==> src/rtl/pad_ctrl_pkg.sv <==
// Shared definitions for the pad control bank: register map, PAD field
// layout and commit sequencer states.
package pad_ctrl_pkg;

    localparam logic [11:0] OFF_CTRL   = 12'h200;
    localparam logic [11:0] OFF_STATUS = 12'h204;
    localparam logic [11:0] OFF_SETTLE = 12'h208;

    localparam int unsigned PAD_OEN_BIT  = 0;
    localparam int unsigned PAD_REN_BIT  = 1;
    localparam int unsigned PAD_LOCK_BIT = 2;
    localparam int unsigned PAD_AOEN_BIT = 4;
    localparam int unsigned PAD_AREN_BIT = 5;

    localparam int unsigned STAT_BUSY_BIT = 0;
    localparam int unsigned STAT_PEND_BIT = 1;
    localparam int unsigned STAT_ERR_BIT  = 2;

    localparam int unsigned CTRL_COMMIT_BIT = 0;

    typedef enum logic [1:0] {
        SEQ_IDLE,
        SEQ_RELEASE,
        SEQ_SETTLE,
        SEQ_DRIVE
    } seq_state_e;

endpackage

==> src/rtl/pad_ctrl_seq.sv <==
// Commit sequencer: release outputs, wait the settle time, then drive the
// shadow configuration onto the active pads. One further commit may queue.
module pad_ctrl_seq
    import pad_ctrl_pkg::*;
(
    input  logic       clk,
    input  logic       resetb,
    input  logic       commit,
    input  logic [7:0] settle_val,
    output logic       busy,
    output logic       pending,
    output logic       release_en,
    output logic       drive_en,
    output logic       irq
);

    seq_state_e state_q, state_d;
    logic [7:0] cnt_q;
    logic       pend_q;

    always_ff @(posedge clk or negedge resetb) begin
        if (!resetb) begin
            state_q <= SEQ_IDLE;
            cnt_q   <= '0;
            pend_q  <= 1'b0;
        end else begin
            state_q <= state_d;
            if (state_q == SEQ_RELEASE)
                cnt_q <= settle_val;
            else if (state_q == SEQ_SETTLE && cnt_q != 8'd0)
                cnt_q <= cnt_q - 8'd1;
            // DRIVE consumes the queued commit; one arriving in that same
            // cycle with another already queued stays queued.
            if (state_q == SEQ_DRIVE)
                pend_q <= pend_q & commit;
            else if (state_q != SEQ_IDLE && commit)
                pend_q <= 1'b1;
        end
    end

    always_comb begin
        state_d    = state_q;
        release_en = 1'b0;
        drive_en   = 1'b0;
        irq        = 1'b0;
        case (state_q)
            SEQ_IDLE:    if (commit) state_d = SEQ_RELEASE;
            SEQ_RELEASE: begin
                release_en = 1'b1;
                state_d    = SEQ_SETTLE;
            end
            SEQ_SETTLE:  if (cnt_q == 8'd0) state_d = SEQ_DRIVE;
            SEQ_DRIVE: begin
                drive_en = 1'b1;
                irq      = 1'b1;
                state_d  = (pend_q || commit) ? SEQ_RELEASE : SEQ_IDLE;
            end
            default:     state_d = SEQ_IDLE;
        endcase
    end

    assign busy    = (state_q != SEQ_IDLE);
    assign pending = pend_q;

endmodule

==> src/rtl/pad_ctrl_bank.sv <==
// Wishbone-mapped pad output-enable / pull-enable bank with shadow registers,
// per-pad lock and a glitch-safe commit sequence.
module pad_ctrl_bank
    import pad_ctrl_pkg::*;
#(
    parameter int unsigned         NUM_PADS   = 38,
    parameter logic [19:0]         BASE_HI    = 20'h30006,
    parameter logic [NUM_PADS-1:0] RST_OEN    = 38'h00_3FBF_81BD,
    parameter logic [NUM_PADS-1:0] RST_REN    = '1,
    parameter logic [7:0]          RST_SETTLE = 8'd4
) (
    input  logic                clk,
    input  logic                resetb,
    input  logic                wbs_stb_i,
    input  logic                wbs_cyc_i,
    input  logic                wbs_we_i,
    input  logic [3:0]          wbs_sel_i,
    input  logic [31:0]         wbs_adr_i,
    input  logic [31:0]         wbs_dat_i,
    output logic                wbs_ack_o,
    output logic [31:0]         wbs_dat_o,
    output logic [NUM_PADS-1:0] oe_n,
    output logic [NUM_PADS-1:0] re_n,
    output logic                irq
);

    logic [NUM_PADS-1:0] shadow_oen, shadow_ren, lock;
    logic [NUM_PADS-1:0] active_oen, active_ren;
    logic [7:0]          settle_q;
    logic                err_q;
    logic [31:0]         rdata;

    logic        busy, pending, release_en, drive_en;
    logic [11:0] off;
    logic        acc, wr, pad_hit, pad_wr, commit;

    assign off     = wbs_adr_i[11:0];
    assign acc     = wbs_cyc_i & wbs_stb_i & (wbs_adr_i[31:12] == BASE_HI) & ~wbs_ack_o;
    assign wr      = acc & wbs_we_i & wbs_sel_i[0];
    assign pad_hit = (off[11:8] == 4'd0) && (off[1:0] == 2'b00) && (32'(off[7:2]) < NUM_PADS);
    assign pad_wr  = wr & ~busy & pad_hit;
    assign commit  = wr & (off == OFF_CTRL) & wbs_dat_i[CTRL_COMMIT_BIT];

    logic unused_ok;
    assign unused_ok = &{1'b0, wbs_sel_i[3:1], wbs_dat_i[31:8]};

    pad_ctrl_seq u_seq (
        .clk        (clk),
        .resetb     (resetb),
        .commit     (commit),
        .settle_val (settle_q),
        .busy       (busy),
        .pending    (pending),
        .release_en (release_en),
        .drive_en   (drive_en),
        .irq        (irq)
    );

    // Shadow fields use the lock state before this write, so the write that
    // sets lock still lands its own shadow bits.
    always_ff @(posedge clk or negedge resetb) begin
        if (!resetb) begin
            shadow_oen <= RST_OEN;
            shadow_ren <= RST_REN;
            lock       <= '0;
        end else if (pad_wr) begin
            for (int unsigned i = 0; i < NUM_PADS; i++) begin
                if (off[7:2] == 6'(i)) begin
                    if (!lock[i]) begin
                        shadow_oen[i] <= wbs_dat_i[PAD_OEN_BIT];
                        shadow_ren[i] <= wbs_dat_i[PAD_REN_BIT];
                    end
                    if (wbs_dat_i[PAD_LOCK_BIT])
                        lock[i] <= 1'b1;
                end
            end
        end
    end

    always_ff @(posedge clk or negedge resetb) begin
        if (!resetb) begin
            active_oen <= RST_OEN;
            active_ren <= RST_REN;
        end else if (release_en) begin
            active_oen <= active_oen | (shadow_oen & ~lock);
        end else if (drive_en) begin
            active_oen <= (active_oen & lock) | (shadow_oen & ~lock);
            active_ren <= (active_ren & lock) | (shadow_ren & ~lock);
        end
    end

    always_ff @(posedge clk or negedge resetb) begin
        if (!resetb) begin
            settle_q <= RST_SETTLE;
            err_q    <= 1'b0;
        end else begin
            if (wr && !busy && off == OFF_SETTLE)
                settle_q <= wbs_dat_i[7:0];
            if (wr && busy && (pad_hit || off == OFF_SETTLE))
                err_q <= 1'b1;
            else if (wr && off == OFF_STATUS && wbs_dat_i[STAT_ERR_BIT])
                err_q <= 1'b0;
        end
    end

    always_comb begin
        rdata = '0;
        case (off)
            OFF_CTRL:   rdata = '0;
            OFF_STATUS: begin
                rdata[STAT_BUSY_BIT] = busy;
                rdata[STAT_PEND_BIT] = pending;
                rdata[STAT_ERR_BIT]  = err_q;
            end
            OFF_SETTLE: rdata[7:0] = settle_q;
            default: begin
                for (int unsigned i = 0; i < NUM_PADS; i++) begin
                    if (pad_hit && off[7:2] == 6'(i)) begin
                        rdata[PAD_OEN_BIT]  = shadow_oen[i];
                        rdata[PAD_REN_BIT]  = shadow_ren[i];
                        rdata[PAD_LOCK_BIT] = lock[i];
                        rdata[PAD_AOEN_BIT] = active_oen[i];
                        rdata[PAD_AREN_BIT] = active_ren[i];
                    end
                end
            end
        endcase
    end

    always_ff @(posedge clk or negedge resetb) begin
        if (!resetb) begin
            wbs_ack_o <= 1'b0;
            wbs_dat_o <= '0;
        end else begin
            wbs_ack_o <= acc;
            if (acc && !wbs_we_i)
                wbs_dat_o <= rdata;
        end
    end

    assign oe_n = active_oen | {NUM_PADS{~resetb}};
    assign re_n = active_ren & {NUM_PADS{resetb}};

endmodule
==> config.mk <==
export PLATFORM = sky130hd
export DESIGN_NAME = pad_ctrl_bank
export DESIGN_NICKNAME = d
export VERILOG_FILES = /design/src/rtl/pad_ctrl_pkg.sv /design/src/rtl/pad_ctrl_seq.sv /design/src/rtl/pad_ctrl_bank.sv
export SDC_FILE = /design/constraint.sdc
export NUM_CORES = 1
export LEC_CHECK = 0
export ABC_CLOCK_PERIOD_IN_PS = 2550
export BUFFER_PORTS_ARGS = -buffer_cell sky130_fd_sc_hd__buf_2
export CORE_AREA = 2 2 183 185
export DETAILED_ROUTE_END_ITERATION = 10
export DIE_AREA = 0 0 185 187
export GPL_TIMING_DRIVEN = 0
export PLACE_DENSITY = 0.67
export SYNTH_ARGS = -nofsm -noshare
export SYNTH_HDL_FRONTEND = slang
export SYNTH_SLANG_ARGS = --single-unit
==> constraint.sdc <==
create_clock -name clk -period 2.55 [get_ports clk]
set_input_delay 0.1275 -clock clk [delete_from_list [all_inputs] [get_ports clk]]
set_output_delay 0.1275 -clock clk [all_outputs]
set_load 0.01 [all_outputs]
==> impl_metrics.json <==
{
  "grt_max_degree": 119,
  "die_area_um2": 34600,
  "slew_headroom": 0.261,
  "cp-end-kind": "flip-flop",
  "start_util": 0.391,
  "finalHoldViolCount": 0,
  "r2r.worst_path.cells": 8,
  "finalPower_w": 0.00807,
  "clkTransAtPathRegs_ns": 0.06,
  "drive_gt1_frac": 0.343,
  "cts_made_buffers": 26,
  "ios": 183,
  "r2r_setup_slack_ns": 0.07,
  "clock_latency_ns": 0.55,
  "rows": 67,
  "period_needed_ns": 2.54,
  "r2r-start": "wbs_ack_o",
  "drv_cap": 0,
  "cts_tree": "yes",
  "ant_nets": 0,
  "cts_sinks": 219,
  "min_path_cells": 4,
  "syn_to_final_growth_pct": 19.5,
  "antenna_cells": 0,
  "final_area_um2": 15300,
  "grt_pass1_wl_mm": 79.5,
  "num_vias": 11944,
  "synthTopCellsByArea": "dfstp_2 (24%), dfrtp_1 (19%), mux2_2 (9.9%)",
  "grt_overflow_total": 0,
  "die_w_um": 185,
  "clockBufferDepth": 3,
  "p_leak_nw": 6.76,
  "drt-total-wl_mm": 53.8,
  "antenna_found_initial": 1,
  "grt_pass1_vias": 11796,
  "fin_nets": 1604,
  "worst_pin_slew_ns": 1.08,
  "synth_top_area_cell": "dfstp_2",
  "setup.worst_path.start_class": "input port",
  "drc": 0,
  "cp_data_required_time_ns": 2.96,
  "syn_avg_cell_area_um2": 9.70,
  "ys_async_sr_fraction": 1.00,
  "cts_max_level": 1,
  "yosysTopAreaCellShare": 0.244,
  "outcome": "complete, no violations",
  "worstSetupPathType": "in2reg",
  "r2r_end": "shadow_oen[1]",
  "drt-initial-drc-count": 1336,
  "placed_cell_area_um2": 14200,
  "cp_num_buf_inv": 3,
  "cts-root-buf": "clkbuf_16",
  "fp.dieH_um": 187,
  "critical_path_arrival_ns": 2.95,
  "ys_types": 79,
  "gp_congestion": 1.02,
  "fin_crit_sh": 0.997,
  "hp-class": "in2reg",
  "fillCellCount": 3212,
  "synth_cells": 1323,
  "grt_usage": 0.312,
  "setup-tns-final_ns": 0,
  "max_freq_ghz": 0.393,
  "yosys_warnings": 0,
  "syn_area_um2": 12800,
  "hold_ws_ns": 0.0596,
  "via_per_inst": 5.99,
  "slew_viol_final": 0,
  "core_um2": 32900,
  "peakVddDrop_mv": 0.496,
  "hpwl_mm": 39.3,
  "pwr_density_cell_nw_per_um2": 526,
  "post_drt_wl_per_cell_um": 27.0,
  "path_cells": "buf_4 -> buf_2 -> buf_2 -> nand4b_1 -> o2bb2ai_1 -> o31ai_1 -> o21ai_0 -> o31ai_1 -> a221oi_1 -> o21ai_0",
  "synth-seq-area-share": 0.439,
  "worstPathMaxFanout": 10,
  "cpPeakStageDelay_ns": 0.47,
  "worstHoldEndpoint": "err_q",
  "synth_edf_count": 0,
  "path_delay_family": "compound AO/OA/AOI/OAI gates",
  "port_buffers": 127,
  "hold_start": "wbs_we_i",
  "setup_violations": 0,
  "synth_seq_cells": 219,
  "firstDrtPassIters": 5,
  "fin_skew_ns": 0.0138,
  "cp_slowest_cell": "a221oi_1",
  "ys.flop_type": "dfstp_2"
}
==> synth_stat cells (5+ instances only) <==
| master | n |
|---|---|
| a2111oi_0 | 7 |
| a211oi_1 | 7 |
| a21o_1 | 38 |
| a21oi_1 | 122 |
| a221oi_1 | 8 |
| a22oi_1 | 8 |
| a31oi_1 | 5 |
| a32oi_1 | 9 |
| and2_1 | 43 |
| buf_2 | 24 |
| buf_4 | 27 |
| clkbuf_1 | 54 |
| dfrtp_1 | 100 |
| dfstp_2 | 119 |
| ha_1 | 5 |
| inv_1 | 51 |
| mux2_2 | 113 |
| mux2_4 | 18 |
| mux2i_1 | 19 |
| nand2_1 | 125 |
| nand2b_1 | 50 |
| nand3_1 | 14 |
| nand3b_1 | 8 |
| nor2_1 | 63 |
| nor2b_1 | 16 |
| nor3_1 | 17 |
| nor3b_1 | 5 |
| o2111ai_1 | 7 |
| o211ai_1 | 5 |
| o21ai_0 | 66 |
| o221ai_1 | 7 |
| o22ai_1 | 50 |
| o31ai_1 | 6 |
| or3_1 | 14 |
| or3_4 | 9 |
| xnor2_1 | 6 |
==> power breakdown <==
group          total [W]  internal [W]    switching [W]
Combinational   0.000786      0.000219         0.000568
Clock            0.00379       0.00223          0.00156
Sequential       0.00349       0.00349  0.0000000000121
==> routing by layer <==
| metal | vias up | wire [um] | GRT usage |
|---|---|---|---|
| met3 | 150 | 5310 | 0.0771 |
| met5 | - | 17 | 0 |
| met4 | 2 | 2360 | 0.123 |
| met1 | 5958 | 22000 | 0.425 |
| met2 | 677 | 24100 | 0.476 |
| li1 | 5157 | - | - |
==> metrics by stage <==
stage	setup WS, ns	utilization	instances
after floorplan	0.349	-	1346
after global placement	-3.00	0.430	1921
after detailed placement	-0.550	0.432	1924
after CTS	0.0157	0.465	1986
after global routing	-0.00942	0.467	1994
final	0.00747	0.467	1994
==> cells in the final DEF (no fill, tap or decap), types with 6 or more instances in the layout <==
cell | netlist | routed
buf_2 | 24 | 154
conb_1 | 1 | 24
a21o_1 | 38 | 38
o22ai_1 | 50 | 50
o2111ai_1 | 7 | 7
nand2_1 | 125 | 125
mux2i_1 | 19 | 19
dfstp_2 | 119 | 119
nand3_1 | 14 | 14
nor2b_1 | 16 | 15
nand3b_1 | 8 | 8
a211oi_1 | 7 | 7
mux2_2 | 113 | 113
o31ai_1 | 6 | 6
clkbuf_1 | 54 | 55
a21oi_1 | 122 | 122
dlygate4sd3_1 | 0 | 11
nand2b_1 | 50 | 50
nor3_1 | 17 | 17
nor2_1 | 63 | 61
a22oi_1 | 8 | 8
inv_1 | 51 | 51
xnor2_1 | 6 | 6
o221ai_1 | 7 | 7
a221oi_1 | 8 | 8
or3_1 | 14 | 14
and2_1 | 43 | 43
buf_4 | 27 | 36
clkbuf_16 | 0 | 28
o21ai_0 | 66 | 65
or3_4 | 9 | 9
mux2_4 | 18 | 18
a32oi_1 | 9 | 9
dfrtp_1 | 100 | 100
==> how the worst max path moves through the flow <==
stage	slack (ns)	start	end	depth (start not counted)
after global placement	-3.00	resetb	re_n[32]	5
after CTS	0.02	wbs_ack_o	wbs_dat_o[5]	6
after global routing	-0.009	wbs_ack_o	shadow_oen[22]	7
final	0.007	wbs_adr_i[2]	wbs_dat_o[0]	10
after floorplan	0.35	wbs_ack_o	shadow_oen[9]	8
after detailed placement	-0.55	wbs_adr_i[2]	wbs_dat_o[4]	8
==> layout make-up <==
class	instances	area (um2)	area share
Multi-Input combinational cell	967	6610	0.431
Sequential cell	219	5630	0.367
Timing Repair Buffer	152	927	0.0604
Clock buffer	37	743	0.0484
Tap cell	448	561	0.0365
Buffer	109	559	0.0365
Inverter	51	191	0.0125
Clock inverter	11	118	0.00767
==> kinds of logic after synthesis <==
family,count (synthesis),synth area share
muxes,151,0.137
other,1,0.000292
DFF,219,0.439
adders and majority gates,5,0.00487
buffers and inverters,160,0.0576
and+or+nand+nor,402,0.171
AOI/OAI and AO/OA,378,0.186
xor gates and xnor gates,7,0.00478
==> timing repair <==
| action | 4_1_cts | 5_1_grt |
|---|---|---|
| pin swaps | 0 | 4 |
| hold endpoints to repair | 42 | 0 |
| endpoints found under the setup margin | 76 | 85 |
| cloned | 0 | 1 |
| gates resized for setup | 12 | 15 |
| hold buffers | 14 | 0 |
| setup buffers | 0 | 7 |
==> tightest hold or removal path, stage by stage <==
cell,delay (ns)
buf_2,0.15
nand3_1,0.12
o31ai_1,0.09
o31ai_1,0.07
(Power assumes the default switching activity.)
